**src/rtl/bram_arb_pkg.sv**
```systemverilog
// Shared constants for the three-requester BRAM port arbiter.
//   Requester indices, lane bit positions, pipeline depth and the
//   arbiter control-state encoding.
package bram_arb_pkg;

  localparam int NUM_REQ   = 3;
  localparam int NUM_LANES = 3;
  localparam int STAGES    = 2;  // accept -> BRAM drive -> read data

  localparam int REQ_WB    = 0;  // outlier writeback
  localparam int REQ_CACHE = 1;  // cache fill
  localparam int REQ_FEED  = 2;  // feeder stream

  localparam int LANE_X = 0;
  localparam int LANE_Y = 1;
  localparam int LANE_Z = 2;

  typedef enum logic [1:0] {
    RUN    = 2'd0,
    DRAIN  = 2'd1,
    HALTED = 2'd2
  } arb_state_e;

  // Index of the set bit in a one-hot (or zero) grant vector.
  function automatic logic [1:0] grant_idx(input logic [NUM_REQ-1:0] oh);
    if (oh[REQ_FEED])       return 2'(REQ_FEED);
    else if (oh[REQ_CACHE]) return 2'(REQ_CACHE);
    else                    return 2'(REQ_WB);
  endfunction

endpackage

```
**src/rtl/arb_picker.sv**
```systemverilog
// Grant selection for the BRAM port arbiter.
//   clock, reset : clock and synchronous active-high reset
//   req_valid    : per-requester request valid
//   grant_en     : grants may be issued this cycle
//   grant        : one-hot (or zero) grant, combinational
// Priority: starved feeder, then writeback, then cache/feeder round-robin.
module arb_picker
  import bram_arb_pkg::*;
#(
  parameter int STARVE_LIMIT = 15
) (
  input  logic               clock,
  input  logic               reset,
  input  logic [NUM_REQ-1:0] req_valid,
  input  logic               grant_en,
  output logic [NUM_REQ-1:0] grant
);

  localparam int CNT_W = (STARVE_LIMIT < 1) ? 1 : $clog2(STARVE_LIMIT + 1);

  logic [CNT_W-1:0] starve_q;
  logic             rr_feed_q;  // 1: feeder wins the next cache/feeder tie
  logic             starved;

  assign starved = (starve_q == CNT_W'(STARVE_LIMIT));

  always_comb begin
    grant = '0;
    if (grant_en) begin
      if (req_valid[REQ_FEED] && starved)
        grant[REQ_FEED] = 1'b1;
      else if (req_valid[REQ_WB])
        grant[REQ_WB] = 1'b1;
      else if (req_valid[REQ_CACHE] && req_valid[REQ_FEED])
        grant[rr_feed_q ? REQ_FEED : REQ_CACHE] = 1'b1;
      else if (req_valid[REQ_CACHE])
        grant[REQ_CACHE] = 1'b1;
      else if (req_valid[REQ_FEED])
        grant[REQ_FEED] = 1'b1;
    end
  end

  always_ff @(posedge clock) begin
    if (reset) begin
      starve_q  <= '0;
      rr_feed_q <= 1'b0;
    end else begin
      if (grant[REQ_CACHE])     rr_feed_q <= 1'b1;
      else if (grant[REQ_FEED]) rr_feed_q <= 1'b0;

      // Waiting is counted even while grants are held off.
      if (grant[REQ_FEED])
        starve_q <= '0;
      else if (req_valid[REQ_FEED] && !starved)
        starve_q <= starve_q + 1'b1;
    end
  end

endmodule

```
**src/rtl/bram_port_arbiter.sv**
```systemverilog
// Three-requester arbiter in front of a three-lane (x/y/z) BRAM.
//   clock, reset          : clock, synchronous active-high reset
//   req_*                 : per-requester valid/ready request channel
//   rsp_valid, rsp_data_* : read response, two cycles after accept
//   addr_*, write_in_*, read_out_*, en_*, rst_*, we_* : BRAM lane ports
//   hold_req / hold_ack   : stop granting / halted with pipeline empty
//   busy                  : an access is in the drive or read-data stage
module bram_port_arbiter
  import bram_arb_pkg::*;
#(
  parameter int ADDR_W       = 32,
  parameter int DATA_W       = 128,
  parameter int STARVE_LIMIT = 15
) (
  input  logic                  clock,
  input  logic                  reset,
  input  logic [2:0]            req_valid,
  output logic [2:0]            req_ready,
  input  logic [2:0]            req_write,
  input  logic [3*ADDR_W-1:0]   req_addr,
  input  logic [8:0]            req_lane,
  input  logic [3*DATA_W-1:0]   req_wdata,
  output logic [2:0]            rsp_valid,
  output logic [DATA_W-1:0]     rsp_data_x,
  output logic [DATA_W-1:0]     rsp_data_y,
  output logic [DATA_W-1:0]     rsp_data_z,
  output logic [ADDR_W-1:0]     addr_x,
  output logic [ADDR_W-1:0]     addr_y,
  output logic [ADDR_W-1:0]     addr_z,
  output logic [DATA_W-1:0]     write_in_x,
  output logic [DATA_W-1:0]     write_in_y,
  output logic [DATA_W-1:0]     write_in_z,
  input  logic [DATA_W-1:0]     read_out_x,
  input  logic [DATA_W-1:0]     read_out_y,
  input  logic [DATA_W-1:0]     read_out_z,
  output logic                  en_x,
  output logic                  en_y,
  output logic                  en_z,
  output logic                  rst_x,
  output logic                  rst_y,
  output logic                  rst_z,
  output logic [DATA_W/8-1:0]   we_x,
  output logic [DATA_W/8-1:0]   we_y,
  output logic [DATA_W/8-1:0]   we_z,
  input  logic                  hold_req,
  output logic                  hold_ack,
  output logic                  busy
);

  localparam int WE_W = DATA_W / 8;

  arb_state_e state_q, state_d;

  logic [STAGES:1]                     vld_pipe;   // [1]: drive stage, [2]: read-data stage
  logic [NUM_REQ-1:0]                  rd_s1, rd_s2;
  logic [NUM_LANES-1:0]                en_q, we_q;
  logic [NUM_LANES-1:0][ADDR_W-1:0]    addr_q;
  logic [NUM_LANES-1:0][DATA_W-1:0]    wdata_q;

  logic                  grant_en, accept, sel_write;
  logic [NUM_REQ-1:0]    grant;
  logic [1:0]            sel;
  logic [NUM_LANES-1:0]  sel_lane;
  logic [ADDR_W-1:0]     sel_addr;
  logic [DATA_W-1:0]     sel_wdata;

  // hold_req gates grants combinationally so its first cycle already blocks.
  assign grant_en = (state_q == RUN) && !hold_req && !reset;

  arb_picker #(.STARVE_LIMIT(STARVE_LIMIT)) u_picker (
    .clock     (clock),
    .reset     (reset),
    .req_valid (req_valid),
    .grant_en  (grant_en),
    .grant     (grant)
  );

  assign accept    = |grant;
  assign sel       = grant_idx(grant);
  assign sel_lane  = req_lane[sel*NUM_LANES +: NUM_LANES];
  assign sel_write = req_write[sel];
  assign sel_addr  = req_addr[sel*ADDR_W +: ADDR_W];
  assign sel_wdata = req_wdata[sel*DATA_W +: DATA_W];

  // A zero lane mask still flows through the pipeline so reads respond.
  always_ff @(posedge clock) begin
    if (reset) begin
      vld_pipe <= '0;
      rd_s1    <= '0;
      rd_s2    <= '0;
      en_q     <= '0;
      we_q     <= '0;
      addr_q   <= '0;
      wdata_q  <= '0;
    end else begin
      vld_pipe <= {vld_pipe[STAGES-1:1], accept};
      rd_s1    <= (accept && !sel_write) ? grant : '0;
      rd_s2    <= rd_s1;
      en_q     <= accept ? sel_lane : '0;
      we_q     <= (accept && sel_write) ? sel_lane : '0;
      for (int l = 0; l < NUM_LANES; l++) begin
        if (accept && sel_lane[l]) begin
          addr_q[l]  <= sel_addr;
          wdata_q[l] <= sel_wdata;
        end
      end
    end
  end

  always_ff @(posedge clock) begin
    if (reset) state_q <= RUN;
    else       state_q <= state_d;
  end

  // DRAIN leaves once the drive stage is empty: whatever sits in the
  // read-data stage retires on the same edge, so HALTED sees no traffic.
  always_comb begin
    state_d = state_q;
    case (state_q)
      RUN:     if (hold_req) state_d = DRAIN;
      DRAIN:   if (!hold_req) state_d = RUN;
               else if (!vld_pipe[1]) state_d = HALTED;
      HALTED:  if (!hold_req) state_d = RUN;
      default: state_d = RUN;
    endcase
  end

  // Combinational outputs are masked during reset so every output reads 0.
  assign req_ready  = grant;
  assign rsp_valid  = reset ? '0 : rd_s2;
  assign rsp_data_x = reset ? '0 : read_out_x;
  assign rsp_data_y = reset ? '0 : read_out_y;
  assign rsp_data_z = reset ? '0 : read_out_z;
  assign hold_ack   = (state_q == HALTED) && !reset;
  assign busy       = (|vld_pipe) && !reset;

  assign addr_x     = addr_q[LANE_X];
  assign addr_y     = addr_q[LANE_Y];
  assign addr_z     = addr_q[LANE_Z];
  assign write_in_x = wdata_q[LANE_X];
  assign write_in_y = wdata_q[LANE_Y];
  assign write_in_z = wdata_q[LANE_Z];
  assign en_x       = en_q[LANE_X] && !reset;
  assign en_y       = en_q[LANE_Y] && !reset;
  assign en_z       = en_q[LANE_Z] && !reset;
  assign we_x       = {WE_W{we_q[LANE_X] && !reset}};
  assign we_y       = {WE_W{we_q[LANE_Y] && !reset}};
  assign we_z       = {WE_W{we_q[LANE_Z] && !reset}};
  assign rst_x      = 1'b0;
  assign rst_y      = 1'b0;
  assign rst_z      = 1'b0;

endmodule

```
**config.mk**
```make
export PLATFORM = sky130hd
export DESIGN_NAME = bram_port_arbiter
export DESIGN_NICKNAME = d
export VERILOG_FILES = /design/src/rtl/bram_arb_pkg.sv /design/src/rtl/arb_picker.sv /design/src/rtl/bram_port_arbiter.sv
export SDC_FILE = /design/constraint.sdc
export NUM_CORES = 2
export LEC_CHECK = 0
export CORE_AREA = 3 3 708 710
export CTS_BUF_LIST = sky130_fd_sc_hd__clkbuf_4 sky130_fd_sc_hd__clkbuf_8
export CTS_CLUSTER_SIZE = 28
export DETAILED_ROUTE_END_ITERATION = 16
export DIE_AREA = 0 0 711 713
export SKIP_LAST_GASP = 1
export SLEW_MARGIN = 20
export SYNTH_ARGS = -nofsm -noshare
export SYNTH_HDL_FRONTEND = slang
export SYNTH_SLANG_ARGS = --single-unit
```
**constraint.sdc**
```tcl
create_clock -name clock -period 3.55 [get_ports clock]
set_clock_uncertainty 0.2 [all_clocks]
set_input_delay 0.71 -clock clock [delete_from_list [all_inputs] [get_ports clock]]
set_output_delay 0.71 -clock clock [all_outputs]
set_load 0.005 [all_outputs]
```
### Word-level counts from Yosys, hierarchy flattened

Cells that the tools add are included.

* word-level logic and storage cells: 91
* register bits: 501

* order comparisons: 3
* eq/ne operators: 6
* $add $sub $neg: 1
* reductions and logical operators: 32
* multipliers: 1
* muxes and demuxes: 28
* bitwise operators: 3
* shift operators: 3

Operators with widths (count)
* 128-bit two-way mux: 3
* 384-bit by 10-bit variable part select with 128-bit output: 1
* 96-bit by 8-bit variable part select with 32-bit output: 1
* 32-bit by 1-bit greater-or-equal comparator with 1-bit output, second input constant: 1
* 32-bit by 4-bit less-than comparator with 1-bit output, second input constant: 1
* 1-bit logical AND: 19
* 2-bit two-way mux: 9
* 1-bit two-way mux: 11
* 2-bit OR reduction: 5
* 9-bit by 5-bit variable part select with 3-bit output: 1
* 3-bit two-way mux: 2
* 2-bit case mux with 3 select lines: 1
* 4-bit by 1-bit adder with 4-bit output, second input constant: 1
* 4-bit equality test, second input constant: 1
* 1-bit zero test: 4
* 2-bit by 2-bit multiplier with 4-bit output, second input constant: 1
* 2-bit != test, second input constant: 2
* 2-bit by 3-bit less-than comparator with 1-bit output, second input constant: 1
* 3-bit != test, second input constant: 1
* 1-bit inverter: 3
* 3-bit AND reduction: 1
* 3-bit OR reduction: 1
* 1-bit binary-select mux with 2-bit select: 1
* 1-bit demux with 2-bit select: 1
* other kinds (4): 4

### Logic depth before layout (Yosys ltp)

* depth in word-level cells: 17
* depth in mapped cells: 11
* mapped depth without buffers: 7

### Cells and area by module

Synthesis repeated with hierarchy kept, for this count alone.

* cells, all modules: 2680
* area, all modules: 25291.8 µm²

Modules (own cells, without submodules)
* bram_port_arbiter: times used 1, cells each 2643, area an instance 24980.2 µm², seq. area each 9929.5 µm²
* arb_picker: times used 1, cells each 37, area an instance 311.5 µm², seq. area each 100.1 µm²

### Worst setup path after synthesis

No wires, ideal clock.

* path type: in2out
* from: input port hold_req
* to: output port req_ready[1]
* setup slack: 0.409 ns
* stages: 5
* arrival: 2.231 ns
* path buffers: 2
* cell sequence: or4_1 > or4_4 > inv_2 > buf_4 > clkbuf_1

* word-level cells in the longest chain between the ends: 4

Ends and longest elaborated chain
* from (decl): RTL line bram_port_arbiter.sv:45 `input logic hold_req,`
* 1-bit zero test
* 1-bit logical AND (2 in a row): RTL line bram_port_arbiter.sv:68 `assign grant_en = (state_q == RUN) && !hold_req && !reset;`
* 3-bit two-way mux: RTL line arb_picker.sv:29 `if (grant_en) begin`
* to (decl): RTL line bram_port_arbiter.sv:18 `output logic [2:0] req_ready,`

Every way passes these cells.

### Final worst setup path

* from: input port reset
* to: output port rsp_valid[1]

* word-level cells in the longest chain between the ends: 1

Ends and longest elaborated chain
* from (decl): RTL line bram_port_arbiter.sv:16 `input logic reset,`
* 3-bit two-way mux: RTL line bram_port_arbiter.sv:130 `assign rsp_valid = reset ? '0 : rd_s2;`
* to (decl): RTL line bram_port_arbiter.sv:23 `output logic [2:0] rsp_valid,`

Every way passes these cells.

==> summary.md <==
| Metric | Value |
|---|---|
| Vias per cell | around 2.5 |
| CP Launch Type | input pin |
| Post-route cell area | between 50000 and 60000 um2 |
| # setup viols final | 0 |
| R2R Setup Slk | 0.13 ns |
| Total CTS buffers | approximately 100 |
| Hold path depth | 2 |
| Max FO, Critical Path | 47 |
| Hold endpoint | rd_s1[1] |
| Most frequent cell after synthesis | dfxtp_1 |
| R2r endpoint | addr_z[11] |
| # port buffers | 1804 |
| # rows | around 260 |
| Worst ir drop on vdd | 0.220 mV |
| Placed instance area | between 50000 and 60000 um2 |
| Vias in the first global route | between 20000 and 30000 |
| Worst Tran Pin Value | between 0.8 and 0.9 ns |
| Ys async rst share | 0 |
| CP arrival | around 2.6 ns |
| Fin nets | 5486 |
| I/O pin count | approximately 1800 |
| Setup ws final | roughly 0.052 ns |
| Max-slew violation count | 0 |
| Sink Count | 501 |
| F_max | between 200 and 300 MHz |
| Status | complete, no violations |
| DRC Markers | 0 |
| Synth-to-layout area growth | 121% |
| Area fraction of the dominant cell type after synthesis | 0.395 |
| Post-Layout Cell Count | between 10000 and 15000 |
| Final hold violation count | 0 |
| Placed insts | ~11000 |
| Core area | around 500000 um2 |
| FF+latch count, synth | 501 |
| Sequential share of the synthesized area | 0.395 |
| Pre-CTS WS | -1.23 ns |
| Drt first pass iters | 5 |
| Fin crit share | 0.985 |
| Clk slew on worst S/H paths | 0.06 ns |
| Initial core utilization | 0.0511 |
| Synth Flop Type | dfxtp_1 |
| Pin count of the biggest net entering global routing | ~170 |
| Area contributors post-synth | dfxtp_1, mux2i_1, nand2b_1 |
| GR Util All Layers | 0.116 |
| CTS Root Cell | clkbuf_8 |
| Worst slew margin | 0.455 |
| Final HPWL DP | roughly 270 mm |
| WS Path Type | in2out |
| Worst reg2reg path depth | 12 |
| Vias | ~29000 |
| Worst hold path type | in2reg |
| Syn avg cell area | between 9 and 10 um2 |
| Post-synth top cells | dfxtp_1, nand2b_1, mux2i_1 |
| EDFF count, synth | 0 |
| Mapped Cells | between 2000 and 3000 |
| Synth area leader | dfxtp_1 |
| Hold slack | roughly 0.24 ns |
| Initial antenna violation count | about 190 |
| Wirelength, routed | slightly above 300 mm |
| Yosys cell types | 33 |
| CTS tree | done |
| Die ar. | 507000 um2 |
| First-pass GRT wire length | 368 mm |
| Ys Warns | 0 |
| Endpoint class of the critical path | output pin |
| Chip Width | approximately 710 um |
| Gr ovfl total | 0 |
| Share of cells above drive strength 1 | 0.158 |
| Clk buf depth | 4 |
| Gpl congestion | around 0.94 |
| Chip Height | slightly above 700 um |
| Hold Crit Start | req_write[1] |
| RSZ-0062 raised after global routing | yes |
| WP data required | between 2 and 3 ns |
| Clock latency on the worst-skew pair | 0.90 ns |
| DR WL/cell | 27.1 um |
| Total power | about 17000 uW |
| Leak | around 0.022 uW |
| Tmin final | 3.50 ns |
| Antenna-violating nets left | 0 |
| Pwr dens | just over 300 nW/um2 |
| Max H-tree Level | 3 |
| Critical R2R Launch | u_picker.starve_q[1] |
| Mapped Area | approximately 25000 um2 |
| Initial DRC Count | 1863 |
| Max Cap Violations | 0 |
-- area by class of cell --
class                   instances  area (um2)
fillers                     57200      440000
repair buffers               2093       21400
multi-input cells            1896       13900
flip-flops and latches        501       10000
well taps                    6655        8330
clock buffers                 153        1920
clock inverters                25         249
diodes                         30        75.1
inverters                       7        33.8
-- cells in the final DEF, fill, tap and decap left out, types with 2 or more instances in the layout --
cell type,count
nand2b_1,486
diode_2,30
a32oi_1,162
nand3_1,3
bufinv_16,3
conb_1,3
mux2i_1,481
inv_8,3
clkinvlp_4,7
clkbuf_4,29
clkinv_4,2
dfxtp_2,2
or4_4,2
a21o_4,3
nand2_1,165
dlygate4sd2_1,2
nor2_1,10
nor3_1,5
nor2b_1,399
buf_4,393
dfxtp_1,498
buf_12,145
inv_1,5
buf_6,4
clkbuf_8,124
xor2_1,2
and2_1,2
a21o_1,160
clkdlybuf4s50_1,1547
clkinv_2,10
-- cell families after synthesis --
group	Yosys count	synth area share
AND/OR/NAND/NOR	1076	0.248
flip-flops	501	0.395
multiplexers	481	0.190
AO/OA/AOI/OAI	332	0.106
buffers and inverters	297	0.0587
XOR/XNOR	3	0.00104
adder cells (fa/ha/maj)	1	0.000493
other	1	0.000148
-- sequential cells by signal, summed over array words and instances (netlist names), 2 cells and up --
register / count
write_in_y: 128
write_in_z: 128
addr_z: 32
vld_pipe: 2
u_picker.starve_q: 4
state_q: 2
addr_x: 32
rd_s1: 3
write_in_x: 128
en_q: 3
rd_s2: 3
addr_y: 32
we_q: 3
-- power breakdown --
part	total (uW)	internal, uW	switching (uW)	leakage, uW
clock network	6740	3680	3050	0.00113
registers	5940	5820	120	0.00406
logic	4720	2410	2300	0.0164
total	17400	11900	5480	0.0216
-- what timing repair did --
| item | 4_1_cts | 5_1_grt |
|---|---|---|
| pin swaps | 4 | 0 |
| gates cloned | 0 | 0 |
| hold buffers | 1 | 0 |
| gates resized for setup | 18 | 1 |
| setup buffers | 7 | 0 |
| endpoints found under the hold margin | 1 | 0 |
| setup endpoints to repair | 257 | 5 |
-- critical path: stages --
cell and delay (ns):
buf_8 0.12, buf_6 0.18, buf_12 0.18, buf_12 0.17
nor2b_1 0.46, clkdlybuf4s50_1 0.63
-- per-layer routing --
metal,part of all wire,GRT usage,vias to the layer above
li1,-,-,13000
met1,0.42,0.146,13700
met2,0.44,0.183,1598
met3,0.10,0.0463,377
met4,0.029,0.0276,34
met5,0.00061,0,-
-- worst max-delay path by stage --
stage	from	to	slack, ns	cells after the start
floorplan	hold_req	req_ready[1]	0.41	5
global placement	hold_req	write_in_y[62]	-1.20	10
detailed placement	hold_req	write_in_y[45]	-1.23	10
CTS	state_q[0]	req_ready[1]	-0.12	4
global route	state_q[0]	req_ready[1]	-0.04	4
finish	reset	rsp_valid[1]	0.05	6
-- through the flow --
stage                     setup TNS (ns)   util
after CTS                         -0.143  0.113
after global placement           -463.37  0.108
final                                  0  0.113
after global routing             -0.0419  0.113
after floorplan                        0      -
after detailed placement         -458.77  0.108
Power figures use the tool's default switching activity.
